===== src/rtl/ili_bus_writer_pkg.sv =====
// ----------------------------------------------------------------------------
// ili_bus_pkg
// Shared definitions for the ILI9325-class 8080 write engine:
//   - state_e       : write-engine FSM states
//   - ADDR_*        : Avalon register map word addresses
//   - STAT_*        : bit positions inside the status word (address 2)
//   - fifo_entry_t  : one queued bus write {rs, data[, count]}
//   - clamp_cyc()   : maps a strobe width of 0 to 1
// Build option: ILI_BUS_WRITER_REPEAT_EN adds a 16-bit repeat count to
// each FIFO entry for rectangle fills.
// ----------------------------------------------------------------------------
package ili_bus_pkg;

  typedef enum logic [1:0] {
    ST_IDLE  = 2'd0,
    ST_SETUP = 2'd1,
    ST_WR_LO = 2'd2,
    ST_WR_HI = 2'd3
  } state_e;

  localparam logic [1:0] ADDR_CMD  = 2'd0;
  localparam logic [1:0] ADDR_DATA = 2'd1;
  localparam logic [1:0] ADDR_CTRL = 2'd2;
  localparam logic [1:0] ADDR_FILL = 2'd3;

  localparam int STAT_BUSY    = 0;
  localparam int STAT_FULL    = 1;
  localparam int STAT_EMPTY   = 2;
  localparam int STAT_LO_LSB  = 4;
  localparam int STAT_HI_LSB  = 8;
  localparam int STAT_LVL_LSB = 16;

`ifdef ILI_BUS_WRITER_REPEAT_EN
  typedef struct packed {
    logic        rs;
    logic [15:0] data;
    logic [15:0] count;
  } fifo_entry_t;
`else
  typedef struct packed {
    logic        rs;
    logic [15:0] data;
  } fifo_entry_t;
`endif

  localparam int ENTRY_W = $bits(fifo_entry_t);

  // A zero-cycle strobe phase is meaningless on the panel; run it as one cycle.
  function automatic logic [3:0] clamp_cyc(input logic [3:0] v);
    return (v == 4'd0) ? 4'd1 : v;
  endfunction

endpackage


===== src/rtl/ili_bus_writer_if.sv =====
// ----------------------------------------------------------------------------
// ili_bus_writer_if
// Avalon-MM slave bundle for ili_bus_writer.
//   address[1:0], chipselect, write_n, writedata[31:0] : master -> slave
//   readdata[31:0], waitrequest                        : slave -> master
// Modports: slave (the writer), master (the fabric / bench).
// ----------------------------------------------------------------------------
interface ili_bus_writer_if;
  logic [1:0]  address;
  logic        chipselect;
  logic        write_n;
  logic [31:0] writedata;
  logic [31:0] readdata;
  logic        waitrequest;

  modport slave (
    input  address, chipselect, write_n, writedata,
    output readdata, waitrequest
  );

  modport master (
    output address, chipselect, write_n, writedata,
    input  readdata, waitrequest
  );
endinterface


===== src/rtl/ili_bus_writer_cmd_fifo.sv =====
// ----------------------------------------------------------------------------
// ili_cmd_fifo
// Single-clock FIFO holding queued panel writes. Head entry is visible
// combinationally (show-ahead). Pushes while full and pops while empty are
// ignored. Full/empty reflect the level before any same-cycle pop.
// Ports:
//   clk, reset_n        : clock, async active-low reset (flushes the FIFO)
//   push_i, push_data_i : enqueue request and entry
//   pop_i               : dequeue request
//   head_o              : entry at the read pointer
//   level_o             : occupancy, 0..DEPTH
//   full_o, empty_o     : occupancy flags
// ----------------------------------------------------------------------------
module ili_cmd_fifo #(
  parameter int DEPTH = 8,
  parameter int WIDTH = 17,
  localparam int AW   = $clog2(DEPTH),
  localparam int LW   = AW + 1
) (
  input  logic             clk,
  input  logic             reset_n,
  input  logic             push_i,
  input  logic [WIDTH-1:0] push_data_i,
  input  logic             pop_i,
  output logic [WIDTH-1:0] head_o,
  output logic [LW-1:0]    level_o,
  output logic             full_o,
  output logic             empty_o
);

  logic [WIDTH-1:0] mem_q [DEPTH];
  logic [AW-1:0]    wr_ptr_q;
  logic [AW-1:0]    rd_ptr_q;
  logic [LW-1:0]    level_q;
  logic             do_push_s;
  logic             do_pop_s;

  assign full_o    = (level_q == LW'(DEPTH));
  assign empty_o   = (level_q == '0);
  assign do_push_s = push_i & ~full_o;
  assign do_pop_s  = pop_i & ~empty_o;
  assign head_o    = mem_q[rd_ptr_q];
  assign level_o   = level_q;

  // Pointer and occupancy tracking; reset empties the queue.
  always_ff @(posedge clk or negedge reset_n) begin
    if (!reset_n) begin
      wr_ptr_q <= '0;
      rd_ptr_q <= '0;
      level_q  <= '0;
    end else begin
      if (do_push_s) begin
        wr_ptr_q <= wr_ptr_q + AW'(1);
      end
      if (do_pop_s) begin
        rd_ptr_q <= rd_ptr_q + AW'(1);
      end
      case ({do_push_s, do_pop_s})
        2'b10:   level_q <= level_q + LW'(1);
        2'b01:   level_q <= level_q - LW'(1);
        default: level_q <= level_q;
      endcase
    end
  end

  // Entry storage; contents are don't-care until written.
  always_ff @(posedge clk) begin
    if (do_push_s) begin
      mem_q[wr_ptr_q] <= push_data_i;
    end
  end

endmodule


===== src/rtl/ili_bus_writer.sv =====
// ----------------------------------------------------------------------------
// ili_bus_writer
// Avalon-MM slave driving an ILI9325-class TFT over an 8080 write-only bus.
// Writes to address 0/1 queue a command/data word; an FSM replays queued
// words as CS_n/RS/WR_n/DB cycles with programmable WR_n low/high widths.
// Ports:
//   clk, reset_n         : system clock, async active-low reset
//   avs (slave modport)  : address, chipselect, write_n, writedata,
//                          readdata (combinational), waitrequest
//   lcd_cs_n, lcd_rs     : panel select, command(0)/data(1)
//   lcd_wr_n, lcd_rd_n   : write strobe (panel latches on rise), read tied 1
//   lcd_db[15:0]         : parallel data
// Build option: ILI_BUS_WRITER_REPEAT_EN enables address 3 repeat-fill.
// Panel pins are registered, so they trail the FSM state by one clock.
// ----------------------------------------------------------------------------
module ili_bus_writer
  import ili_bus_pkg::*;
#(
  parameter int FIFO_DEPTH = 8,
  parameter int LO_DEF     = 2,
  parameter int HI_DEF     = 2
) (
  input  logic              clk,
  input  logic              reset_n,
  ili_bus_writer_if.slave   avs,
  output logic              lcd_cs_n,
  output logic              lcd_rs,
  output logic              lcd_wr_n,
  output logic              lcd_rd_n,
  output logic [15:0]       lcd_db
);

  localparam int LVL_W = $clog2(FIFO_DEPTH) + 1;

  logic             wr_req_s;
  logic             fifo_addr_s;
  logic             accept_s;
  logic             push_s;
  logic             pop_s;
  logic             fifo_full_s;
  logic             fifo_empty_s;
  logic [LVL_W-1:0] level_s;
  fifo_entry_t      push_entry_s;
  fifo_entry_t      head_s;
  logic             busy_s;
  logic [31:0]      status_s;
  logic             repeat_pending_s;

  logic [3:0]       lo_cyc_q;
  logic [3:0]       hi_cyc_q;
  state_e           state_q, state_d;
  fifo_entry_t      cur_q, cur_d;
  logic [3:0]       tmr_q, tmr_d;
  logic [3:0]       hi_lat_q, hi_lat_d;

`ifdef ILI_BUS_WRITER_REPEAT_EN
  logic [15:0]      rep_q, rep_d;

  // A zero-count fill is swallowed, so it never needs FIFO space.
  assign fifo_addr_s = (avs.address == ADDR_CMD) | (avs.address == ADDR_DATA) |
                       ((avs.address == ADDR_FILL) & (avs.writedata[31:16] != 16'd0));
  assign repeat_pending_s = (rep_q != 16'd0);
`else
  logic             unused_s;

  assign fifo_addr_s      = (avs.address == ADDR_CMD) | (avs.address == ADDR_DATA);
  assign repeat_pending_s = 1'b0;
  assign unused_s         = ^avs.writedata[31:16];
`endif

  // Full is checked before any same-cycle pop, so a full FIFO always stalls.
  assign wr_req_s        = avs.chipselect & ~avs.write_n;
  assign avs.waitrequest = wr_req_s & fifo_addr_s & fifo_full_s;
  assign accept_s        = wr_req_s & ~avs.waitrequest;
  assign push_s          = accept_s & fifo_addr_s;

  // Assemble the entry for the addressed write.
  always_comb begin
    push_entry_s      = '0;
    push_entry_s.rs   = (avs.address != ADDR_CMD);
    push_entry_s.data = avs.writedata[15:0];
`ifdef ILI_BUS_WRITER_REPEAT_EN
    if (avs.address == ADDR_FILL) begin
      push_entry_s.count = avs.writedata[31:16];
    end else begin
      push_entry_s.count = 16'd1;
    end
`endif
  end

  ili_cmd_fifo #(
    .DEPTH (FIFO_DEPTH),
    .WIDTH (ENTRY_W)
  ) u_fifo (
    .clk         (clk),
    .reset_n     (reset_n),
    .push_i      (push_s),
    .push_data_i (push_entry_s),
    .pop_i       (pop_s),
    .head_o      (head_s),
    .level_o     (level_s),
    .full_o      (fifo_full_s),
    .empty_o     (fifo_empty_s)
  );

  // Strobe timing register.
  always_ff @(posedge clk or negedge reset_n) begin
    if (!reset_n) begin
      lo_cyc_q <= 4'(LO_DEF);
      hi_cyc_q <= 4'(HI_DEF);
    end else if (accept_s && (avs.address == ADDR_CTRL)) begin
      lo_cyc_q <= clamp_cyc(avs.writedata[3:0]);
      hi_cyc_q <= clamp_cyc(avs.writedata[7:4]);
    end
  end

  // Status word readback.
  always_comb begin
    status_s                          = 32'd0;
    status_s[STAT_BUSY]               = busy_s;
    status_s[STAT_FULL]               = fifo_full_s;
    status_s[STAT_EMPTY]              = fifo_empty_s;
    status_s[STAT_LO_LSB +: 4]        = lo_cyc_q;
    status_s[STAT_HI_LSB +: 4]        = hi_cyc_q;
    status_s[STAT_LVL_LSB +: 8]       = 8'(level_s);
  end

  assign busy_s       = (state_q != ST_IDLE) | ~fifo_empty_s;
  assign avs.readdata = (avs.address == ADDR_CTRL) ? status_s : 32'd0;
  assign lcd_rd_n     = 1'b1;

  // Write-engine next state. tmr counts the remaining cycles of the current
  // strobe phase; hi width is captured at SETUP so mid-word register writes
  // only affect the next word.
  always_comb begin
    state_d  = state_q;
    cur_d    = cur_q;
    tmr_d    = tmr_q;
    hi_lat_d = hi_lat_q;
    pop_s    = 1'b0;
`ifdef ILI_BUS_WRITER_REPEAT_EN
    rep_d    = rep_q;
`endif
    case (state_q)
      ST_IDLE: begin
        if (!fifo_empty_s) begin
          pop_s   = 1'b1;
          cur_d   = head_s;
`ifdef ILI_BUS_WRITER_REPEAT_EN
          rep_d   = head_s.count - 16'd1;
`endif
          state_d = ST_SETUP;
        end else begin
          state_d = ST_IDLE;
        end
      end
      ST_SETUP: begin
        tmr_d    = lo_cyc_q - 4'd1;
        hi_lat_d = hi_cyc_q;
        state_d  = ST_WR_LO;
      end
      ST_WR_LO: begin
        if (tmr_q == 4'd0) begin
          tmr_d   = hi_lat_q - 4'd1;
          state_d = ST_WR_HI;
        end else begin
          tmr_d   = tmr_q - 4'd1;
        end
      end
      ST_WR_HI: begin
        if (tmr_q != 4'd0) begin
          tmr_d   = tmr_q - 4'd1;
        end else if (repeat_pending_s) begin
`ifdef ILI_BUS_WRITER_REPEAT_EN
          rep_d   = rep_q - 16'd1;
`endif
          state_d = ST_SETUP;
        end else if (!fifo_empty_s) begin
          pop_s   = 1'b1;
          cur_d   = head_s;
`ifdef ILI_BUS_WRITER_REPEAT_EN
          rep_d   = head_s.count - 16'd1;
`endif
          state_d = ST_SETUP;
        end else begin
          state_d = ST_IDLE;
        end
      end
      default: begin
        state_d = ST_IDLE;
      end
    endcase
  end

  // Write-engine state registers.
  always_ff @(posedge clk or negedge reset_n) begin
    if (!reset_n) begin
      state_q  <= ST_IDLE;
      cur_q    <= '0;
      tmr_q    <= 4'd0;
      hi_lat_q <= 4'd0;
`ifdef ILI_BUS_WRITER_REPEAT_EN
      rep_q    <= 16'd0;
`endif
    end else begin
      state_q  <= state_d;
      cur_q    <= cur_d;
      tmr_q    <= tmr_d;
      hi_lat_q <= hi_lat_d;
`ifdef ILI_BUS_WRITER_REPEAT_EN
      rep_q    <= rep_d;
`endif
    end
  end

  // Panel pin registers; rs/db keep their last value while idle.
  always_ff @(posedge clk or negedge reset_n) begin
    if (!reset_n) begin
      lcd_cs_n <= 1'b1;
      lcd_wr_n <= 1'b1;
      lcd_rs   <= 1'b1;
      lcd_db   <= 16'd0;
    end else begin
      case (state_q)
        ST_IDLE: begin
          lcd_cs_n <= 1'b1;
          lcd_wr_n <= 1'b1;
        end
        ST_SETUP, ST_WR_HI: begin
          lcd_cs_n <= 1'b0;
          lcd_wr_n <= 1'b1;
          lcd_rs   <= cur_q.rs;
          lcd_db   <= cur_q.data;
        end
        ST_WR_LO: begin
          lcd_cs_n <= 1'b0;
          lcd_wr_n <= 1'b0;
          lcd_rs   <= cur_q.rs;
          lcd_db   <= cur_q.data;
        end
        default: begin
          lcd_cs_n <= 1'b1;
          lcd_wr_n <= 1'b1;
        end
      endcase
    end
  end

endmodule


===== src/flat_wrapper.sv =====
// flat-port wrapper written by rule: the top's interface ports become plain ports
module ili_bus_writer_flat import ili_bus_pkg::*;
#(
  parameter int FIFO_DEPTH = 8,
  parameter int LO_DEF     = 2,
  parameter int HI_DEF     = 2
)
  (clk, reset_n, lcd_cs_n, lcd_rs, lcd_wr_n, lcd_rd_n, lcd_db, avs_address, avs_chipselect, avs_write_n, avs_writedata, avs_readdata, avs_waitrequest);
  ili_bus_writer_if avs_i ();
  input  logic clk;
  input  logic reset_n;
  output logic lcd_cs_n;
  output logic lcd_rs;
  output logic lcd_wr_n;
  output logic lcd_rd_n;
  output logic [15:0] lcd_db;
  input wire logic [$bits(avs_i.address)-1:0] avs_address;
  input wire logic [$bits(avs_i.chipselect)-1:0] avs_chipselect;
  input wire logic [$bits(avs_i.write_n)-1:0] avs_write_n;
  input wire logic [$bits(avs_i.writedata)-1:0] avs_writedata;
  output wire logic [$bits(avs_i.readdata)-1:0] avs_readdata;
  output wire logic [$bits(avs_i.waitrequest)-1:0] avs_waitrequest;
  assign avs_i.address = avs_address;
  assign avs_i.chipselect = avs_chipselect;
  assign avs_i.write_n = avs_write_n;
  assign avs_i.writedata = avs_writedata;
  assign avs_readdata = avs_i.readdata;
  assign avs_waitrequest = avs_i.waitrequest;
  ili_bus_writer #(.FIFO_DEPTH(FIFO_DEPTH), .LO_DEF(LO_DEF), .HI_DEF(HI_DEF)) u_core (.clk(clk), .reset_n(reset_n), .avs(avs_i), .lcd_cs_n(lcd_cs_n), .lcd_rs(lcd_rs), .lcd_wr_n(lcd_wr_n), .lcd_rd_n(lcd_rd_n), .lcd_db(lcd_db));
endmodule

===== config.mk =====
export PLATFORM = sky130hd
export DESIGN_NAME = ili_bus_writer_flat
export DESIGN_NICKNAME = d
export VERILOG_FILES = /design/src/rtl/ili_bus_writer_pkg.sv /design/src/rtl/ili_bus_writer_if.sv /design/src/rtl/ili_bus_writer_cmd_fifo.sv /design/src/rtl/ili_bus_writer.sv /design/src/flat_wrapper.sv
export SDC_FILE = /design/constraint.sdc
export NUM_CORES = 1
export LEC_CHECK = 0
export ABC_AREA = 1
export CAP_MARGIN = 20
export CORE_MARGIN = 2
export CORE_UTILIZATION = 23
export DETAILED_ROUTE_END_ITERATION = 12
export GPL_ROUTABILITY_DRIVEN = 1
export PLACE_DENSITY = 0.44
export SETUP_SLACK_MARGIN = 0.3
export SYNTH_ARGS = -nofsm -noshare
export SYNTH_HDL_FRONTEND = slang
export SYNTH_SLANG_ARGS = --single-unit

===== constraint.sdc =====
create_clock -name clk -period 6.15 [get_ports clk]
set_input_delay 0.9225 -clock clk [delete_from_list [all_inputs] [get_ports clk]]
set_output_delay 0.9225 -clock clk [all_outputs]
set_load 0.02 [all_outputs]

---- Word level (Yosys, flattened, before mapping) ----
Memory sizes are Yosys's and may differ from the RTL's.
Cells that the tools add are included.
cells by class
  bitwise operators ....................... 13
  reductions and logical operators ........ 18
  $add $sub $neg .......................... 7
  equality and inequality tests ........... 11
  muxes and demuxes ....................... 21
operators by type and width
  cell                                                                      count
  17-bit two-way mux                                                        2
  17-bit case mux with 2 select lines                                       1
  20-bit two-way mux                                                        1
  4-bit zero test                                                           4
  4-bit two-way mux                                                         4
  4-bit by 1-bit subtractor with 4-bit output (second input constant)       4
  4-bit case mux with 3 select lines                                        1
  2-bit == test (second input constant)                                     4
  2-bit case mux with 4 select lines                                        1
  4-bit case mux with 2 select lines                                        1
  2-bit nonzero test                                                        4
  1-bit bitwise AND                                                         7
  3-bit by 1-bit adder with 3-bit output (second input constant)            2
  2-bit by 1-bit == test with 1-bit output (second input constant)          3
  1-bit case mux with 2 select lines                                        3
  2-bit AND reduction                                                       3
  3-bit OR reduction                                                        2
  1-bit two-way mux                                                         5
  4-bit by 1-bit adder with 4-bit output (second input constant)            1
  4-bit == test (second input constant)                                     1
  2-bit zero test                                                           2
  2-bit two-way mux                                                         2
  2-bit by 1-bit inequality test with 1-bit output (second input constant)  2
  1-bit NOT                                                                 4
  5 further kinds                                                           6
storage, ports and cells
  flip-flop bits (word level) ............. 64
  output and inout bits ................... 53
  word-level logic and storage cells ...... 85
  bits of input ports ..................... 38
  memories ................................ 1
  memory bits (writable) .................. 136
memories
  name                 depth  bits a word  rd ports  clocked after Yosys merged registers in  write ports  line                           source
  u_core.u_fifo.mem_q  8      17           1         0                                        1            ili_bus_writer_cmd_fifo.sv:31  logic [WIDTH-1:0] mem_q [DEPTH];

---- Depth between registers and ports, before layout ----
  word-level depth ........................ 10
  mapped depth ............................ 13
  depth with buffers taken out ............ 13

---- Modules after synthesis ----
From an unflattened synthesis, not the netlist that was laid out.
second synthesis, totals
  cell total of the unflattened synthesis .. 1000
  area, all modules ....................... 9218.8 µm²
by module, submodules not included
  module          area each (µm²)  cells each  seq. area each (µm²)  times used
  ili_cmd_fifo    6493.7           668         4334.2                1
  ili_bus_writer  2725.1           332         1357.6                1

---- Worst setup path before layout ----
No wires, ideal clock.
  path kind ............................... input to register
  start point ............................. in avs_write_n
  end point ............................... mem u_core.u_fifo.mem_q[0][0], enable pin
  setup slack ............................. 2945 ps
  stages on the path ...................... 5
  buffers on the path ..................... 1
  data arrival time ....................... 2793 ps
  library setup time ...................... 413 ps
  required time ........................... 5737 ps
  path through ............................ or2_2 inv_1 nand3_1 buf_2 nor3_1
between the ends
  cells in the longest elaborated chain, start to end .. 10
RTL lines
  element                                    line                           source
  from (decl)                                flat_wrapper.sv:19             input wire logic [$bits(avs_i.write_n)-1:0] avs_write_n;
  1-bit NOT *                                ili_bus_writer.sv:72           assign wr_req_s = avs.chipselect & ~avs.write_n;
  1-bit bitwise AND *                        ili_bus_writer.sv:72
  1-bit bitwise AND (2 in a row)             ili_bus_writer.sv:73           assign avs.waitrequest = wr_req_s & fifo_addr_s & fifo_full_s;
  1-bit NOT                                  ili_bus_writer.sv:74           assign accept_s = wr_req_s & ~avs.waitrequest;
  1-bit bitwise AND *                        ili_bus_writer.sv:74
  1-bit bitwise AND *                        ili_bus_writer.sv:75           assign push_s = accept_s & fifo_addr_s;
  1-bit bitwise AND *                        ili_bus_writer_cmd_fifo.sv:40  assign do_push_s = push_i & ~full_o;
  1-bit two-way mux *                        ili_bus_writer_cmd_fifo.sv:68  if (do_push_s) begin
  1-bit two-way mux (not written as such) *  ili_bus_writer_cmd_fifo.sv:69  mem_q[wr_ptr_q] <= push_data_i;
  to (decl)                                  ili_bus_writer_cmd_fifo.sv:31
Every way passes the cells marked *; elsewhere a longest branch is shown, timed or not.

---- Worst setup path after layout ----
  start point ............................. in avs_address[1]
  end point ............................... out avs_readdata[19]
between the ends
  cells in the longest elaborated chain, start to end .. 2
RTL lines
  element             line                   source
  from (decl)         flat_wrapper.sv:17     input wire logic [$bits(avs_i.address)-1:0] avs_address;
  2-bit == test       ili_bus_writer.sv:129  assign avs.readdata = (avs.address == ADDR_CTRL) ? status_s : 32'd0;
  20-bit two-way mux  ili_bus_writer.sv:129
  to (decl)           flat_wrapper.sv:21     output wire logic [$bits(avs_i.readdata)-1:0] avs_readdata;
Every way passes these cells.

==> run metrics <==
status completed; via density per instance 4.13; Fmax 0.273 GHz; initial cell density of the core 0.233; Reg-to-Reg Start u_core.state_q[0]$_DFFE_PN0P_; flops & latches, synth 200; final instance area 10100 µm²; DP Area 9510 µm²; Hold Crit Depth 2; Clock Skew 0.00775 ns; crit-path cells clkdlybuf4s50_1, inv_1, nor2_1, inv_1, nor2_1, clkdlybuf4s50_1; DRC errors left 0; Longest Clk Path Bufs 2; wirelength, routed 19600 µm; Synth top area share 0.481; worst setup margin 2.49 ns; clk slew on worst S/H paths 0.07 ns; setup_tns 0 ns; hold_ws 0.474 ns; CTS H-Tree Depth 4; reg-to-reg endpoint u_core.u_fifo.level_o[3]$_DFFE_PN0P_; Slowest-stage cell, CP clkdlybuf4s50_1; Slew HR 0.422; Yosys cell types 37; die width 196 µm; Global Route Usage Sum 0.104; met3 wire length 804 µm; CTS root buffer clkbuf_16; core area 36400 µm²; area occupied by multi-input gates 2390 µm²; cts hold-fix bufs 0; met2 WL post-DR 9310 µm; Leak 3.78 nW; vias in the first global route 5088; CTS tree done; # setup viols final 0; category of the most critical setup path in -> out; EDFF count, synth 136; wire length on met1 9270 µm; Total Power 4.71 mW; I/O pins 91; 1st-iter DRT viols 335; Synth warnings 0; Ant. Diodes 0; clock insertion delay at the later pin of the skew report 0.43 ns; worst path arrival time 2.74 ns; Post-Syn Area per Cell 11.0 µm²; largest net degree at the start of global routing 72; Setup Buffers After CTS 0; 1st-pass router iterations 4; Critical Path RT 5.23 ns; Synth Flop Type edfxtp_1; port bufs 56; die area 38500 µm²; antenna-violating nets left 0; Cell Count, Final, Fillers Out 1302; clock sinks 200; leading area contributor after synthesis edfxtp_1; placed cell count 1270; cells after synthesis 771; WL/cell 15.1 µm; Slew @ Worst Pin 0.867 ns; Storage cell area 5690 µm²; hold_sp u_core.cur_q[8]$_DFFE_PN0P_; max layer used met5; Resized cells post-CTS 0; CP endpoint kind output pin; CP Launch Type input pin; Final Cycle Share 0.596; VDD IR-drop max 159 µV; top-count cell post-synth edfxtp_1; routed via count 5378; # fillers 3805; ys async rst share 0.320; top post-synthesis cells by area edfxtp_1 (48%), dfrtp_1 (17%), nor2_1 (5.8%); sequential share of the synthesized area 0.671; most frequent cells after synthesis edfxtp_1 (136), nor2_1 (131), nand2_1 (128), o21ai_0 (85), dfrtp_1 (59); Max Cap Viol 0; HP Class reg -> reg; Largest stage delay, worst path 0.63 ns; highest net fanout along the worst path 14; Netlist Area Pre-Place 8490 µm²; flop-to-flop setup slack 3.44 ns; PwrDens 466 nW/µm²; layout cells sized above 1 0.0803; initial antenna violation count 1; Overflow after GRT 0; Final Util 0.277; Nets 873; min Tclk post-route 3.66 ns; Layout area overhead 19.1%; first-pass GRT wire length 30400 µm; Pins Over Slew Limit 0; Rows 70; RD Place Congestion 0.728; Final Hold Viols 0; Hold Crit Endpoint u_core.lcd_db[8]$_DFFE_PN0N_; Die Span Y 196 µm; Detail Placement HPWL 11700 µm; RSZ-0062 raised after global routing false; reg2reg path depth 11; Num CTS Buffers 17; Place WS 2.34 ns
-- cell families after synthesis --
logic type               after synthesis  share of synthesized area
adder cells (fa/ha/maj)               14                     0.0215
flip-flops                           200                      0.671
AO/OA/AOI/OAI                        140                     0.0963
buffers and inverters                101                     0.0590
other                                  2                   0.000885
AND/OR/NAND/NOR                      308                      0.146
XOR/XNOR                               6                    0.00619
-- layer usage --
layer | global-route usage | vias up
li1 | - | 2687
met1 | 0.138 | 2578
met2 | 0.169 | 98
met3 | 0.0232 | 13
met4 | 0.0342 | 2
met5 | 0 | -
-- power by group --
part / total [mW] / switching (mW) / leakage [nW] / internal [mW]
Sequential: 1.81 / 0.127 / 2.00 / 1.69
Combinational: 1.75 / 1.17 / 1.50 / 0.577
Clock: 1.15 / 0.501 / 0.282 / 0.646
-- worst max-delay path: cells and delay by family --
| family | cells | cell delay, ns |
|---|---|---|
| buffers and inverters | 4 | 1.46 |
| and+or+nand+nor | 2 | 0.36 |
-- final cells by class --
type | count | area share
multi-input cells | 486 | 0.237
repair buffers | 68 | 0.0641
well taps | 468 | 0.0579
inverters | 48 | 0.0181
clock buffers | 19 | 0.0428
clock inverters | 13 | 0.0166
flip-flops and latches | 200 | 0.563
-- layout by cell type, fill, tap and decap left out, drive strengths merged, types with 4 or more instances in the layout --
cell	instances
nand3	34
xor2	5
inv	50
dfrtp	59
clkbuf	19
edfxtp	136
o21ai	87
ha	13
nor3	9
o211ai	36
buf	13
clkinv	4
nand2	130
clkinvlp	4
a21oi	11
nor2	132
conb	18
clkdlybuf4s50	55
dfstp	5
-- state kept, by name, summed over array words and instances, names as in the netlist, 2 cells and up --
register                flops
u_core.u_fifo.rd_ptr_q      3
u_core.state_q              2
u_core.lcd_db              16
u_core.hi_lat_q             4
u_core.u_fifo.level_o       4
u_core.cur_q               17
u_core.tmr_q                4
u_core.u_fifo.mem_q       136
u_core.hi_cyc_q             4
u_core.u_fifo.wr_ptr_q      3
u_core.lo_cyc_q             4
-- worst max path at each step --
stage	startpoint	to	slack, ns
2_1_floorplan	avs_write_n	u_core.u_fifo.mem_q[0][0]$_DFFE_PP_	2.94
3_3_place_gp	avs_chipselect	u_core.u_fifo.level_o[3]$_DFFE_PN0P_	2.36
5_1_grt	avs_address[1]	avs_readdata[18]	2.35
4_1_cts	avs_address[1]	avs_readdata[19]	2.50
6_report	avs_address[1]	avs_readdata[19]	2.49
3_5_place_dp	avs_chipselect	u_core.u_fifo.level_o[3]$_DFFE_PN0P_	2.34
(Power assumes the default switching activity.)
